===== src/rtl/trigger_gen_if.sv =====
`timescale 1ns/1ps
`default_nettype none
// ============================================================================
// Module   : trigger_gen_if
// Purpose  : Bundles the request/programming inputs and the waveform/status
//            outputs of trigger_gen into one interface.
// Ports    : advance      - single-cycle request strobe
//            high_cycles  - trigger high time (0 treated as 1)
//            low_cycles   - trigger low guard time (0 treated as 1)
//            clear_ovf    - clears the overflow sticky bit
//            trigger      - level waveform output
//            busy         - waveform in progress
//            pending      - queued requests not yet started
//            overflow     - sticky: a request was dropped
//            done         - one-cycle pulse after each low phase
//                           (only when TRIGGER_GEN_DONE_EN is defined)
// Modports : master drives requests and programming, slave is the generator.
// Revision : 1.0 - initial release
// ============================================================================
interface trigger_gen_if #(
  parameter int CNT_W  = 8,
  parameter int PEND_W = 4
);
  logic              advance;
  logic [CNT_W-1:0]  high_cycles;
  logic [CNT_W-1:0]  low_cycles;
  logic              clear_ovf;
  logic              trigger;
  logic              busy;
  logic [PEND_W-1:0] pending;
  logic              overflow;
`ifdef TRIGGER_GEN_DONE_EN
  logic              done;

  modport master (
    output advance, high_cycles, low_cycles, clear_ovf,
    input  trigger, busy, pending, overflow, done
  );
  modport slave (
    input  advance, high_cycles, low_cycles, clear_ovf,
    output trigger, busy, pending, overflow, done
  );
`else
  modport master (
    output advance, high_cycles, low_cycles, clear_ovf,
    input  trigger, busy, pending, overflow
  );
  modport slave (
    input  advance, high_cycles, low_cycles, clear_ovf,
    output trigger, busy, pending, overflow
  );
`endif
endinterface
`default_nettype wire


===== src/rtl/trigger_gen.sv =====
`timescale 1ns/1ps
`default_nettype none
// ============================================================================
// Module   : trigger_gen
// Purpose  : Turns single-cycle advance strobes into clean level trigger
//            waveforms with programmable high and low (guard) times. Requests
//            that arrive while a waveform is running are counted and replayed
//            back-to-back, always separated by at least one low cycle.
// Ports    : clock    - system clock, posedge
//            reset_n  - synchronous reset, active-low
//            bus      - trigger_gen_if.slave (advance, high_cycles,
//                       low_cycles, clear_ovf in; trigger, busy, pending,
//                       overflow [, done] out)
// Options  : TRIGGER_GEN_DONE_EN adds the done completion pulse.
// Revision : 1.0 - initial release
// ============================================================================
module trigger_gen #(
  parameter int CNT_W  = 8,
  parameter int PEND_W = 4
) (
  input  logic          clock,
  input  logic          reset_n,
  trigger_gen_if.slave  bus
);

  typedef enum logic [1:0] {
    ST_IDLE = 2'd0,
    ST_HIGH = 2'd1,
    ST_LOW  = 2'd2
  } state_e;

  localparam logic [PEND_W-1:0] PEND_MAX = '1;

  state_e            state_q, state_d;
  logic [CNT_W-1:0]  cnt_q, cnt_d;
  logic              trigger_q;
  logic              busy_q;
  logic [PEND_W-1:0] pending_q, pending_d;
  logic              overflow_q, overflow_d;

  logic              w_req_avail;
  logic              w_cnt_zero;
  logic [CNT_W-1:0]  w_high_load;
  logic [CNT_W-1:0]  w_low_load;
  logic              w_start;
  logic              w_low_end;
  logic              w_drop;

  assign w_req_avail = bus.advance | (pending_q != '0);
  assign w_cnt_zero  = (cnt_q == '0);
  // A programmed time of 0 behaves as 1, so both map to a load of 0.
  assign w_high_load = (bus.high_cycles == '0) ? '0 : bus.high_cycles - CNT_W'(1);
  assign w_low_load  = (bus.low_cycles  == '0) ? '0 : bus.low_cycles  - CNT_W'(1);

  // Phase sequencing
  always_comb begin
    state_d   = state_q;
    cnt_d     = cnt_q;
    w_start   = 1'b0;
    w_low_end = 1'b0;
    case (state_q)
      ST_IDLE: begin
        if (w_req_avail) w_start = 1'b1;
      end
      ST_HIGH: begin
        if (w_cnt_zero) begin
          state_d = ST_LOW;
          cnt_d   = w_low_load;
        end else begin
          cnt_d   = cnt_q - CNT_W'(1);
        end
      end
      ST_LOW: begin
        if (w_cnt_zero) begin
          w_low_end = 1'b1;
          if (w_req_avail) w_start = 1'b1;
          else             state_d = ST_IDLE;
        end else begin
          cnt_d = cnt_q - CNT_W'(1);
        end
      end
      default: state_d = ST_IDLE;
    endcase
    if (w_start) begin
      state_d = ST_HIGH;
      cnt_d   = w_high_load;
    end
  end

  // Request bookkeeping. A start consumes a queued request first; a
  // same-cycle strobe then refills that slot, so pending is unchanged.
  // With nothing queued the starting strobe is consumed directly.
  always_comb begin
    pending_d = pending_q;
    w_drop    = 1'b0;
    if (w_start) begin
      if (pending_q != '0 && !bus.advance) pending_d = pending_q - PEND_W'(1);
    end else if (bus.advance) begin
      if (pending_q == PEND_MAX) w_drop    = 1'b1;
      else                       pending_d = pending_q + PEND_W'(1);
    end
    // Clearing wins over a drop in the same cycle.
    overflow_d = bus.clear_ovf ? 1'b0 : (overflow_q | w_drop);
  end

  always_ff @(posedge clock) begin
    if (!reset_n) begin
      state_q    <= ST_IDLE;
      cnt_q      <= '0;
      trigger_q  <= 1'b0;
      busy_q     <= 1'b0;
      pending_q  <= '0;
      overflow_q <= 1'b0;
    end else begin
      state_q    <= state_d;
      cnt_q      <= cnt_d;
      trigger_q  <= (state_d == ST_HIGH);
      busy_q     <= (state_d != ST_IDLE);
      pending_q  <= pending_d;
      overflow_q <= overflow_d;
    end
  end

  assign bus.trigger  = trigger_q;
  assign bus.busy     = busy_q;
  assign bus.pending  = pending_q;
  assign bus.overflow = overflow_q;

`ifdef TRIGGER_GEN_DONE_EN
  logic done_q;

  // One pulse per waveform: the cycle after its low phase finishes.
  always_ff @(posedge clock) begin
    if (!reset_n) done_q <= 1'b0;
    else          done_q <= w_low_end;
  end

  assign bus.done = done_q;
`endif

endmodule
`default_nettype wire


===== src/flat_wrapper.sv =====
// flat-port wrapper written by rule: the top's interface ports become plain ports
module trigger_gen_flat 
#(
  parameter int CNT_W  = 8,
  parameter int PEND_W = 4
)
  (clock, reset_n, bus_advance, bus_high_cycles, bus_low_cycles, bus_clear_ovf, bus_trigger, bus_busy, bus_pending, bus_overflow);
  trigger_gen_if #(.CNT_W(CNT_W), .PEND_W(PEND_W)) bus_i ();
  input  logic clock;
  input  logic reset_n;
  input wire logic [$bits(bus_i.advance)-1:0] bus_advance;
  input wire logic [$bits(bus_i.high_cycles)-1:0] bus_high_cycles;
  input wire logic [$bits(bus_i.low_cycles)-1:0] bus_low_cycles;
  input wire logic [$bits(bus_i.clear_ovf)-1:0] bus_clear_ovf;
  output wire logic [$bits(bus_i.trigger)-1:0] bus_trigger;
  output wire logic [$bits(bus_i.busy)-1:0] bus_busy;
  output wire logic [$bits(bus_i.pending)-1:0] bus_pending;
  output wire logic [$bits(bus_i.overflow)-1:0] bus_overflow;
  assign bus_i.advance = bus_advance;
  assign bus_i.high_cycles = bus_high_cycles;
  assign bus_i.low_cycles = bus_low_cycles;
  assign bus_i.clear_ovf = bus_clear_ovf;
  assign bus_trigger = bus_i.trigger;
  assign bus_busy = bus_i.busy;
  assign bus_pending = bus_i.pending;
  assign bus_overflow = bus_i.overflow;
  trigger_gen #(.CNT_W(CNT_W), .PEND_W(PEND_W)) u_core (.clock(clock), .reset_n(reset_n), .bus(bus_i));
endmodule

===== config.mk =====
export PLATFORM = sky130hd
export DESIGN_NAME = trigger_gen_flat
export DESIGN_NICKNAME = d
export VERILOG_FILES = /design/src/rtl/trigger_gen_if.sv /design/src/rtl/trigger_gen.sv /design/src/flat_wrapper.sv
export SDC_FILE = /design/constraint.sdc
export NUM_CORES = 1
export LEC_CHECK = 0
export CORE_MARGIN = 1.5
export CORE_UTILIZATION = 45
export DETAILED_ROUTE_END_ITERATION = 10
export DONT_BUFFER_PORTS = 1
export MAX_ROUTING_LAYER = met4
export SLEW_MARGIN = 20
export SYNTH_ARGS = -nofsm -noshare
export SYNTH_HDL_FRONTEND = slang
export SYNTH_SLANG_ARGS = --single-unit
export TNS_END_PERCENT = 30

===== constraint.sdc =====
create_clock -name clock -period 2.8 [get_ports clock]
set_clock_uncertainty 0.15 [all_clocks]
set_input_delay 0.56 -clock clock [delete_from_list [all_inputs] [get_ports clock]]
set_output_delay 0.56 -clock clock [all_outputs]
set_load 0.005 [all_outputs]

Word level (Yosys, flattened, before mapping)
Index checks and enable logic that the tools add are counted.
- register bits: 17
- input port bits: 20
- output and inout port bits: 7
- logic and storage cells: 55
- add/subtract/negate cells: 5
- equal/unequal tests: 7
- mux-type cells: 21
- bitwise operators: 3
- reduce and logical (&&, ||, !) cells: 13
- operators by type and width (kind ; count):
    $mux 8 ; 5
    $logic_not 8->1 ; 3
    $sub 8x1->8 const B ; 3
    $mux 4 ; 4
    $pmux 8 s2 ; 1
    $mux 2 ; 4
    $pmux 2 s3 ; 1
    $mux 1 ; 5
    $add 4x1->4 const B ; 1
    $eq 2x1->1 const B ; 2
    $eq 4x4->1 const B ; 1
    $reduce_bool 2->1 ; 2
    $reduce_bool 4->1 ; 1
    $sub 4x1->4 const B ; 1
    $ne 3x3->1 const B ; 1
    $reduce_and 3->1 ; 1
    $reduce_bool 3->1 ; 1
    $eq 2x2->1 const B ; 1
    $logic_not 2->1 ; 1
    $ne 2x1->1 const B ; 1
    $ne 2x2->1 const B ; 1
    $or 1x1->1 ; 2
    $pmux 1 s2 ; 1
    $reduce_and 2->1 ; 1
    other kinds (4) ; 4

Logic depth before layout (Yosys ltp)
Gate-level depths: netlist of run 1.
- depth after elaboration: 7
- mapped depth: 11
- mapped depth without buffers: 10

Worst setup path before layout of run 1
No wires, ideal clock.
- kind: register -> register
- start: register u_core.cnt_q[0]
- end: register u_core.pending_q[2] (netlist: u_core.bus.pending[2])
- library setup time: 0.072 ns
- arrival time: 2.336 ns
- required time: 2.578 ns
- slack: 0.242 ns
- cell stages (with the launch flop): 11
- buffers on the path: 1
- clock period less this slack: 2.558 ns
- path through: dfxtp_1 inv_1 ha_1 nor3b_2 a31oi_1 or2_1 buf_4 xnor2_1 ha_1 o41ai_2 mux2i_1
- cells in the longest elaborated chain, start to end: 5
- elaborated cells between the ends (all ways): 8
- those cells by class: eq/ne: 2; mux: 3; reduce/logical: 3
- RTL lines (item ; line ; RTL):
    start: declaration ; trigger_gen.sv:35 ; logic [CNT_W-1:0] cnt_q, cnt_d;
    start signal: assignment ; trigger_gen.sv:116 ; cnt_q <= cnt_d;
    $logic_not 8->1 * ; trigger_gen.sv:50 ; assign w_cnt_zero = (cnt_q == '0);
    $mux 1 * ; trigger_gen.sv:74 ; if (w_cnt_zero) begin
    $pmux 1 s2 * ; trigger_gen.sv:61 ; case (state_q)
    $ne 2x2->1 (no line) (tied with other cells) ; -- ;
    $reduce_and 3->1 (no line) ; -- ;
    end signal: assignment ; trigger_gen.sv:119 ; pending_q <= pending_d;
    end: declaration ; trigger_gen.sv:38 ; logic [PEND_W-1:0] pending_q, pending_d;
Every way passes the cells marked *; elsewhere a longest branch is shown, timed or not.
A chain may end at the register's enable or synchronous reset.

Final worst setup path of run 1
- start: register u_core.pending_q[1] (netlist: u_core.bus.pending[1])
- end: register u_core.pending_q[2] (netlist: u_core.bus.pending[2])
- cells in the longest elaborated chain, start to end: 7
- elaborated cells between the ends (all ways): 17
- those cells by class: add/sub: 2; eq/ne: 3; mux: 7; bitwise: 1; reduce/logical: 4
- RTL lines (item ; line ; RTL):
    $reduce_bool 4->1 ; trigger_gen.sv:49, trigger_gen.sv:97 ;
    $or 1x1->1 ; trigger_gen.sv:49 ; assign w_req_avail = bus.advance | (pending_q != '0);
    $mux 1 ; trigger_gen.sv:63, trigger_gen.sv:76 ;
    $mux 1 ; trigger_gen.sv:74 ;
    $pmux 1 s2 ; trigger_gen.sv:61 ;
    $ne 2x2->1 (no line) (tied with other cells) ; -- ;
    $reduce_and 3->1 (no line) ; -- ;
Several ways; a longest one is shown, not always the timed one. The select of a mux whose other input is x is not followed.

==> results of run 1 <==
-- registers in the layout (all words and copies together) (netlist names) --
register and cells:
u_core.cnt_q 8, u_core.bus.trigger 1, u_core.state_q 2, u_core.bus.busy 1, u_core.bus.pending 4, u_core.bus.overflow 1
-- path summary, 6_finish.rpt --
path / startpoint / endpoint / slack [ns] / cells past startpoint
worst min-delay path: bus_clear_ovf / u_core.bus.overflow / 0.18 / 1
worst min register to register: u_core.bus.pending[2] / u_core.bus.pending[2] / 0.41 / 2
worst max register to register: u_core.bus.pending[1] / u_core.bus.pending[2] / 0.38 / 7
worst max-delay path: u_core.bus.pending[1] / u_core.bus.pending[2] / 0.38 / 7
-- layer usage --
layer	GRT usage, %	vias to the layer above	share of wire [%]
li1	-	661	-
met1	29.2	634	46
met2	35.8	41	47
met3	4.80	0	6.7
met4	2.86	0	0
met5	-	-	0
-- stage by stage --
step	power [mW]	hold slack [ns]	area, µm²	util [%]
6_report	1.45	0.182	1520	49.8
4_1_cts	1.45	0.174	1520	49.8
3_3_place_gp	1.29	0.383	1490	48.9
2_1_floorplan	1.09	0.354	1440	-
5_1_grt	1.59	0.158	1520	49.8
3_5_place_dp	1.31	0.400	1490	48.9
-- layout by cell type, fill, tap and decap left out, types with 5 or more instances in the layout --
cell type   n
o21ai_0     9
dfxtp_1    17
nand3_1     7
nand2_1     9
a21oi_1     7
inv_1      10
xor2_1      5
xnor2_1     7
nor2_1     13
nor3_1     13
ha_1        9
-- cell type report --
class	instances	area share, %
Multi-Input combinational cell	144	67.8
Clock buffer	3	1.48
Sequential cell	17	22.4
Inverter	10	2.47
Tap cell	44	3.62
Timing Repair Buffer	4	1.97
Clock inverter	1	0.329
-- logic make-up (layout without fill, tap and decap cells) --
| logic type | count (synthesis) | count (layout) | synth area share, % |
|---|---|---|---|
| compound gates | 43 | 43 | 21.1 |
| flops | 17 | 17 | 23.7 |
| mux | 4 | 4 | 2.96 |
| xor+xnor | 12 | 12 | 7.31 |
| simple gates | 76 | 76 | 32.5 |
| fa+ha+maj | 9 | 9 | 7.83 |
| buf+inv | 16 | 18 | 4.61 |
-- power breakdown --
group	switching (mW)	internal [mW]
registers	0.134	0.329
clock network	0.0821	0.0532
logic	0.474	0.382
-- worst max-delay path: stages, from the launching register on --
cell and delay (ns):
dfxtp_1 0.43, or4_4 0.59, nor2_2 0.15, or2_1 0.16
xnor2_1 0.08, ha_1 0.22, o41ai_2 0.37, mux2i_1 0.21
==> out/metrics.yaml, run 1 <==
clock_network:
  path_clk_slew_ns: 0.11
  ctsHoldBuffers: 0
  cts_buffers: 3
  htreeDepth: 1
  clock_latency_ns: 0.30
  cts-root-buf: "clkbuf_4"
  cts_resized: 0
  cts_max_path_buffers: 2
  cts_tree: "yes"
  numClockSinks: 17
  cts_setup_buffers: 0
placed_design:
  gp_congestion: 0.837
  io_buffers: 0
  pre_cts_ws_ns: 0.394
  dp.cells: 219
  hpwl_um: 2700
timing:
  rsz0062_at_grt: "no"
  setup_tns_ns: 0
  maxSlewHeadroom_pct: 49.3
  min_period_over_period_pct: 86.4
  worst_slack_ns: 0.381
  hold_viol_final: 0
  worst_pin_slew_ns: 0.754
  setup_viol: 0
  maxSlewViolCount: 0
  max_freq_mhz: 413
  period_minus_slack_ns: 2.42
job:
  maxCapViolations: 0
hold_path:
  holdCritPathClass: "primary input to flip-flop"
global_route:
  grt_util_all_layers_pct: 22.2
  grt_pass1_vias: 1342
  grt.overflow.total: 0
  grt_max_degree: 20
  grt_pass1_wl_um: 5840
  grt_antenna_before_repair: 0
logic_synthesis:
  synth_top_flop_cell: "dfxtp_1"
  synthMostInstantiatedCell: "dfxtp_1"
  yosysWarningCount: 0
  synthTopCellsByArea: "dfxtp_1 24%, ha_1 7.8%, nor3_1 4.5%"
  synthArstFlopShare_pct: 0
  synth.largest_area_cell: "dfxtp_1"
  synth.distinct_cells: 48
  avgSynthCellArea_um2: 8.12
  synthCells: 177
  synth_fp_nets: 206
  synth_edf_count: 0
  synth.top_cell.area_share_pct: 23.7
  netlist_area_um2: 1440
  synthTopCellsByCount: "17 x dfxtp_1, 13 x nor2_1, 13 x nor3_1"
  yosysSeqAreaShare_pct: 23.7
  ys_ff_latch: 17
worst_setup_path:
  worstSetupPathType: "flip-flop to flip-flop"
  crit_required_ns: 2.89
  cp-end-kind: "flip-flop"
  crit_fanout: 9
  crit_arrival_ns: 2.51
  worstSetupStartpointType: "flip-flop"
pwr:
  p_per_area_nw_per_um2: 955
  peakVddDrop_uv: 580
  power.leakage_nw: 0.568
run_status:
  outcome: "finished clean"
floorplan:
  io_pins: 27
  design.core.area_um2: 3050
  die_h_um: 59.5
  die_w_um: 59.5
  initial_core_util_pct: 47.1
  num_rows: 20
  die_area_um2: 3540
final_layout:
  n_antenna_cell: 0
  nFillCells: 330
  syn_to_final_growth_pct: 5.83
  layout.cells.non_filler: 223
  final_layout_size_suffix_gt1_share_pct: 12.3
  multiInputGateArea_um2: 1030
  seqCellArea_um2: 340
  nNetsFinal: 209
drt:
  vias: 1336
  antenna_left: 0
  wl_per_cell_um: 15.0
  viasPerCell: 5.99
  drc: 0
  first_pass_iters: 4
  wl_um: 3350
  drt_iter0_drc: 42
(Power assumes the default switching activity.)
==> run 2: changes to the inputs <==
- CORE_MARGIN: 1.5 -> default
- CTS_CLUSTER_SIZE: default -> 25
- GPL_TIMING_DRIVEN: default -> 0
==> out/metrics.yaml, run 2 (synthesis results as in run 1) <==
drt:
  wl_um: 3280
  vias: 1344
  top_layer_used: "met4"
  wl_met3_um: 143
  antenna_left: 0
  viasPerCell: 5.82
  drt_iter0_drc: 33
  first_pass_iters: 4
  wl_met2_um: 1520
  wl_per_cell_um: 14.2
  wl_met1_um: 1590
  drc: 0
worst_setup_path:
  crit_arrival_ns: 2.72
  crit_path_top_delay_cell: "dfxtp_2"
  cp-end-kind: "flip-flop"
  crit_fanout: 10
  crit_required_ns: 2.89
  worstSetupPathType: "flip-flop to flip-flop"
  path_cells: "inv_1, ha_2, nor3b_4, a31oi_4, or2_1, buf_4, xnor2_1, ha_1, o41ai_2, mux2i_1"
  worstSetupStartpointType: "flip-flop"
  max_stage_delay_ns: 0.36
floorplan:
  num_rows: 20
  die_area_um2: 3420
  die_h_um: 58.5
  die_w_um: 58.5
  io_pins: 27
  initial_core_util_pct: 47.1
  design.core.area_um2: 3050
placed_design:
  gp_congestion: 0.868
  dpl_cell_area_um2: 1490
  io_buffers: 0
  pre_cts_ws_ns: -0.133
  hpwl_um: 2460
  dp.cells: 221
global_route:
  grt_util_all_layers_pct: 20.9
  grt_max_degree: 11
  grt_pass1_wl_um: 5380
  grt.overflow.total: 0
  grt_antenna_before_repair: 0
  grt_pass1_vias: 1262
pwr:
  power.leakage_nw: 0.599
  peakVddDrop_uv: 368
  power_frac_comb_pct: 62.0
  switching_share_pct: 46.9
  switching_power_mw: 0.719
  pwr-share-seq_pct: 29.0
  cellInternalPower_mw: 0.814
  p_total_mw: 1.53
  p_per_area_nw_per_um2: 965
  clock_power_share_pct: 9.0
final_layout:
  final_cell_mix: "16 x dfxtp_1, 13 x nor3_1, 13 x nor2_1"
  nFillCells: 311
  nNetsFinal: 217
  largest_reg_flops: 8
  final_common_cell: "dfxtp_1"
  layout.cells.non_filler: 231
  postLayoutCellArea_um2: 1590
  top_register: "u_core.cnt_q"
  n_antenna_cell: 0
  syn_to_final_growth_pct: 10.6
  final_util_pct: 52.1
  final_layout_size_suffix_gt1_share_pct: 16.0
clock_network:
  cts_tree: "yes"
  ctsHoldBuffers: 0
  cts-root-buf: "clkbuf_4"
  cts_max_path_buffers: 2
  clock_latency_ns: 0.30
  path_clk_slew_ns: 0.11
  cts_buffers: 3
  htreeDepth: 1
  numClockSinks: 17
timing:
  hold_ws_ns: 0.165
  max_freq_mhz: 380
  worst_slack_ns: 0.169
  setup_viol: 0
  min_period_over_period_pct: 94.0
  maxSlewHeadroom_pct: 61.2
  period_minus_slack_ns: 2.63
  setup_tns_ns: 0
  worst_pin_slew_ns: 0.576
  hold_viol_final: 0
  maxSlewViolCount: 0
job:
  maxCapViolations: 0
run_status:
  outcome: "finished clean"
hold_path:
  holdCritPathClass: "primary input to flip-flop"
[run 2: changes by cell type in the layout (fill, tap and decap cells not counted), sizes merged]
cell	delta
clkbuf	+3
buf	+5
[run 2: final timing paths]
kind	startpoint	endpoint	slack [ns]	depth (start not counted)
max	u_core.cnt_q[0]	u_core.bus.pending[2]	0.17	10
min	bus_clear_ovf	u_core.bus.overflow	0.17	1
max reg2reg	u_core.cnt_q[0]	u_core.bus.pending[2]	0.17	10
min reg2reg	u_core.bus.pending[2]	u_core.bus.pending[2]	0.40	2
[run 2: repair_timing]
item,4_1_cts,5_1_grt
pin swaps,0,2
gates resized for setup,2,3
setup endpoints to repair,1,1
setup buffers,0,6
[run 2: layer usage]
layer,up-vias,global-route usage (%)
met4,0,6.80
met1,626,27.5
met5,-,-
li1,681,-
met3,4,3.08
met2,33,33.0
[run 2: layout make-up]
class / instances / area [µm²] / share of cell area (%)
multi-input combinational: 144 / 1050 / 66.3
sequential: 17 / 342 / 21.5
tap: 44 / 55.1 / 3.46
timing repair buffer: 6 / 45.0 / 2.83
inverter: 10 / 37.5 / 2.36
buffer: 6 / 28.8 / 1.81
clock buffer: 3 / 22.5 / 1.42
clock inverter: 1 / 5.00 / 0.315
[run 2: power by group through the flow]
| stage | logic, mW | registers [mW] | clock network, mW |
|---|---|---|---|
| after floorplan | 0.675 | 0.418 | 0 |
| after global placement | 0.817 | 0.438 | 0 |
| after detailed placement | 0.822 | 0.442 | 0 |
| after CTS | 0.846 | 0.441 | 0.140 |
| after global routing | 1.06 | 0.458 | 0.149 |
| final | 0.951 | 0.445 | 0.138 |
[run 2: critical path: cells and delay by family (launching register included)]
| family | cells | cell delay, ns |
|---|---|---|
| buffers and inverters | 2 | 0.25 |
| muxes | 1 | 0.20 |
| DFF | 1 | 0.36 |
| AOI/OAI and AO/OA | 2 | 0.47 |
| adders and majority gates | 2 | 0.40 |
| and+or+nand+nor | 2 | 0.62 |
| xor gates and xnor gates | 1 | 0.13 |
==> run 3: changes to the inputs <==
- clock period: 2.8 -> 2.45 ns (I/O delays scaled with it)
==> out/metrics.yaml, run 3 (synthesis results as in run 1) <==
clock_network:
  cts_tree: "yes"
  cts_max_path_buffers: 2
  htreeDepth: 1
  cts-root-buf: "clkbuf_4"
  ctsHoldBuffers: 0
  numClockSinks: 17
  cts_buffers: 3
  clock_latency_ns: 0.29
  path_clk_slew_ns: 0.10
pwr:
  clock_power_share_pct: 8.6
  switching_power_mw: 0.831
  cellInternalPower_mw: 0.964
  power_frac_comb_pct: 63.0
  pwr-share-seq_pct: 28.3
  switching_share_pct: 46.3
  peakVddDrop_uv: 420
  p_per_area_nw_per_um2: 1110
  power.leakage_nw: 0.597
drt:
  first_pass_iters: 4
  vias: 1339
  wl_per_cell_um: 14.2
  drc: 0
  antenna_left: 0
  wl_um: 3270
  drt_iter0_drc: 47
  viasPerCell: 5.82
hold_path:
  holdCritPathClass: "primary input to flip-flop"
global_route:
  met1_usage_pct: 28.7
  grt_antenna_before_repair: 0
  grt_max_degree: 11
  grt_util_all_layers_pct: 21.3
  met3_usage_pct: 3.30
  grt_busiest_layer: "met2"
  grt_pass1_wl_um: 5580
  grt.overflow.total: 0
  grt_pass1_vias: 1293
  grtUsageMet2_pct: 33.3
timing:
  hold_viol_final: 0
  worst_pin_slew_ns: 0.567
  maxSlewViolCount: 0
  worst_slack_ns: 0.108
  rsz0062_at_grt: "no"
  maxSlewHeadroom_pct: 61.9
  period_minus_slack_ns: 2.34
  setup_tns_ns: 0
  min_period_over_period_pct: 95.6
  setup_viol: 0
  hold_ws_ns: 0.104
  max_freq_mhz: 427
placed_design:
  dpl_cell_area_um2: 1510
  pre_cts_ws_ns: -0.251
  io_buffers: 0
  hpwl_um: 2470
  gp_congestion: 0.864
floorplan:
  num_rows: 20
  initial_core_util_pct: 47.1
  io_pins: 27
  die_h_um: 58.5
  die_w_um: 58.5
  die_area_um2: 3420
  design.core.area_um2: 3050
worst_setup_path:
  crit_required_ns: 2.53
  worstSetupStartpointType: "flip-flop"
  crit_arrival_ns: 2.42
  crit_fanout: 4
  cp-end-kind: "flip-flop"
  worstSetupPathType: "flip-flop to flip-flop"
final_layout:
  nNetsFinal: 216
  postLayoutCellArea_um2: 1620
  final_cell_mix: "14 x dfxtp_1, 13 x nor3_1, 13 x nor2_1"
  nFillCells: 315
  top_register: "u_core.cnt_q"
  largest_reg_flops: 8
  final_util_pct: 52.9
  syn_to_final_growth_pct: 12.4
  final_common_cell: "dfxtp_1"
  n_antenna_cell: 0
  final_layout_size_suffix_gt1_share_pct: 19.9
  seqCellArea_um2: 344
  multiInputGateArea_um2: 1080
job:
  maxCapViolations: 0
run_status:
  outcome: "finished clean"
==> run 3: what timing repair did <==
action | CTS | global route
setup endpoints to repair | 1 | 3
pin swaps | 5 | 1
setup buffers | 5 | 0
resized for setup | 8 | 7
==> run 3: worst max-delay path: stages (launching register included) <==
cell	delay (ns)
dfxtp_2	0.35
inv_2	0.07
ha_4	0.13
nor3b_4	0.26
a31oi_4	0.12
or2_4	0.26
buf_6	0.12
xnor2_1	0.11
ha_2	0.18
o41ai_2	0.31
mux2i_1	0.21
==> run 3: layout make-up <==
class / instances / share of cell area, %
multi-input combinational: 144 / 66.7
sequential: 17 / 21.3
tap: 44 / 3.41
timing repair buffer: 5 / 2.32
inverter: 10 / 2.32
buffer: 6 / 2.25
clock buffer: 3 / 1.39
clock inverter: 1 / 0.310
==> run 3: worst paths after layout <==
| check | start | endpoint | slack [ns] | depth (start not counted) |
|---|---|---|---|---|
| worst max register to register | u_core.cnt_q[1] | u_core.bus.pending[2] | 0.11 | 10 |
| worst min register to register | u_core.bus.overflow | u_core.bus.overflow | 0.41 | 2 |
| worst max-delay path | u_core.cnt_q[1] | u_core.bus.pending[2] | 0.11 | 10 |
| worst min-delay path | bus_clear_ovf | u_core.bus.overflow | 0.10 | 1 |
==> run 3: stage by stage <==
step | instances | power [mW]
floorplan | 177 | 1.30
global placement | 221 | 1.48
detailed placement | 221 | 1.49
CTS | 230 | 1.76
global route | 230 | 1.95
finish | 230 | 1.79
==> run 3: power groups by stage <==
stage	Sequential [mW]	Clock, mW	Combinational (mW)
global placement	0.505	0	0.978
CTS	0.503	0.161	1.09
detailed placement	0.510	0	0.984
finish	0.509	0.155	1.13
floorplan	0.483	0	0.814
global route	0.524	0.170	1.26
==> run 3: metal layers <==
| metal | vias to the layer above | routed length, µm |
|---|---|---|
| li1 | 675 | - |
| met1 | 615 | 1560 |
| met2 | 47 | 1480 |
| met3 | 2 | 224 |
| met4 | 0 | 13 |
| met5 | - | 0 |
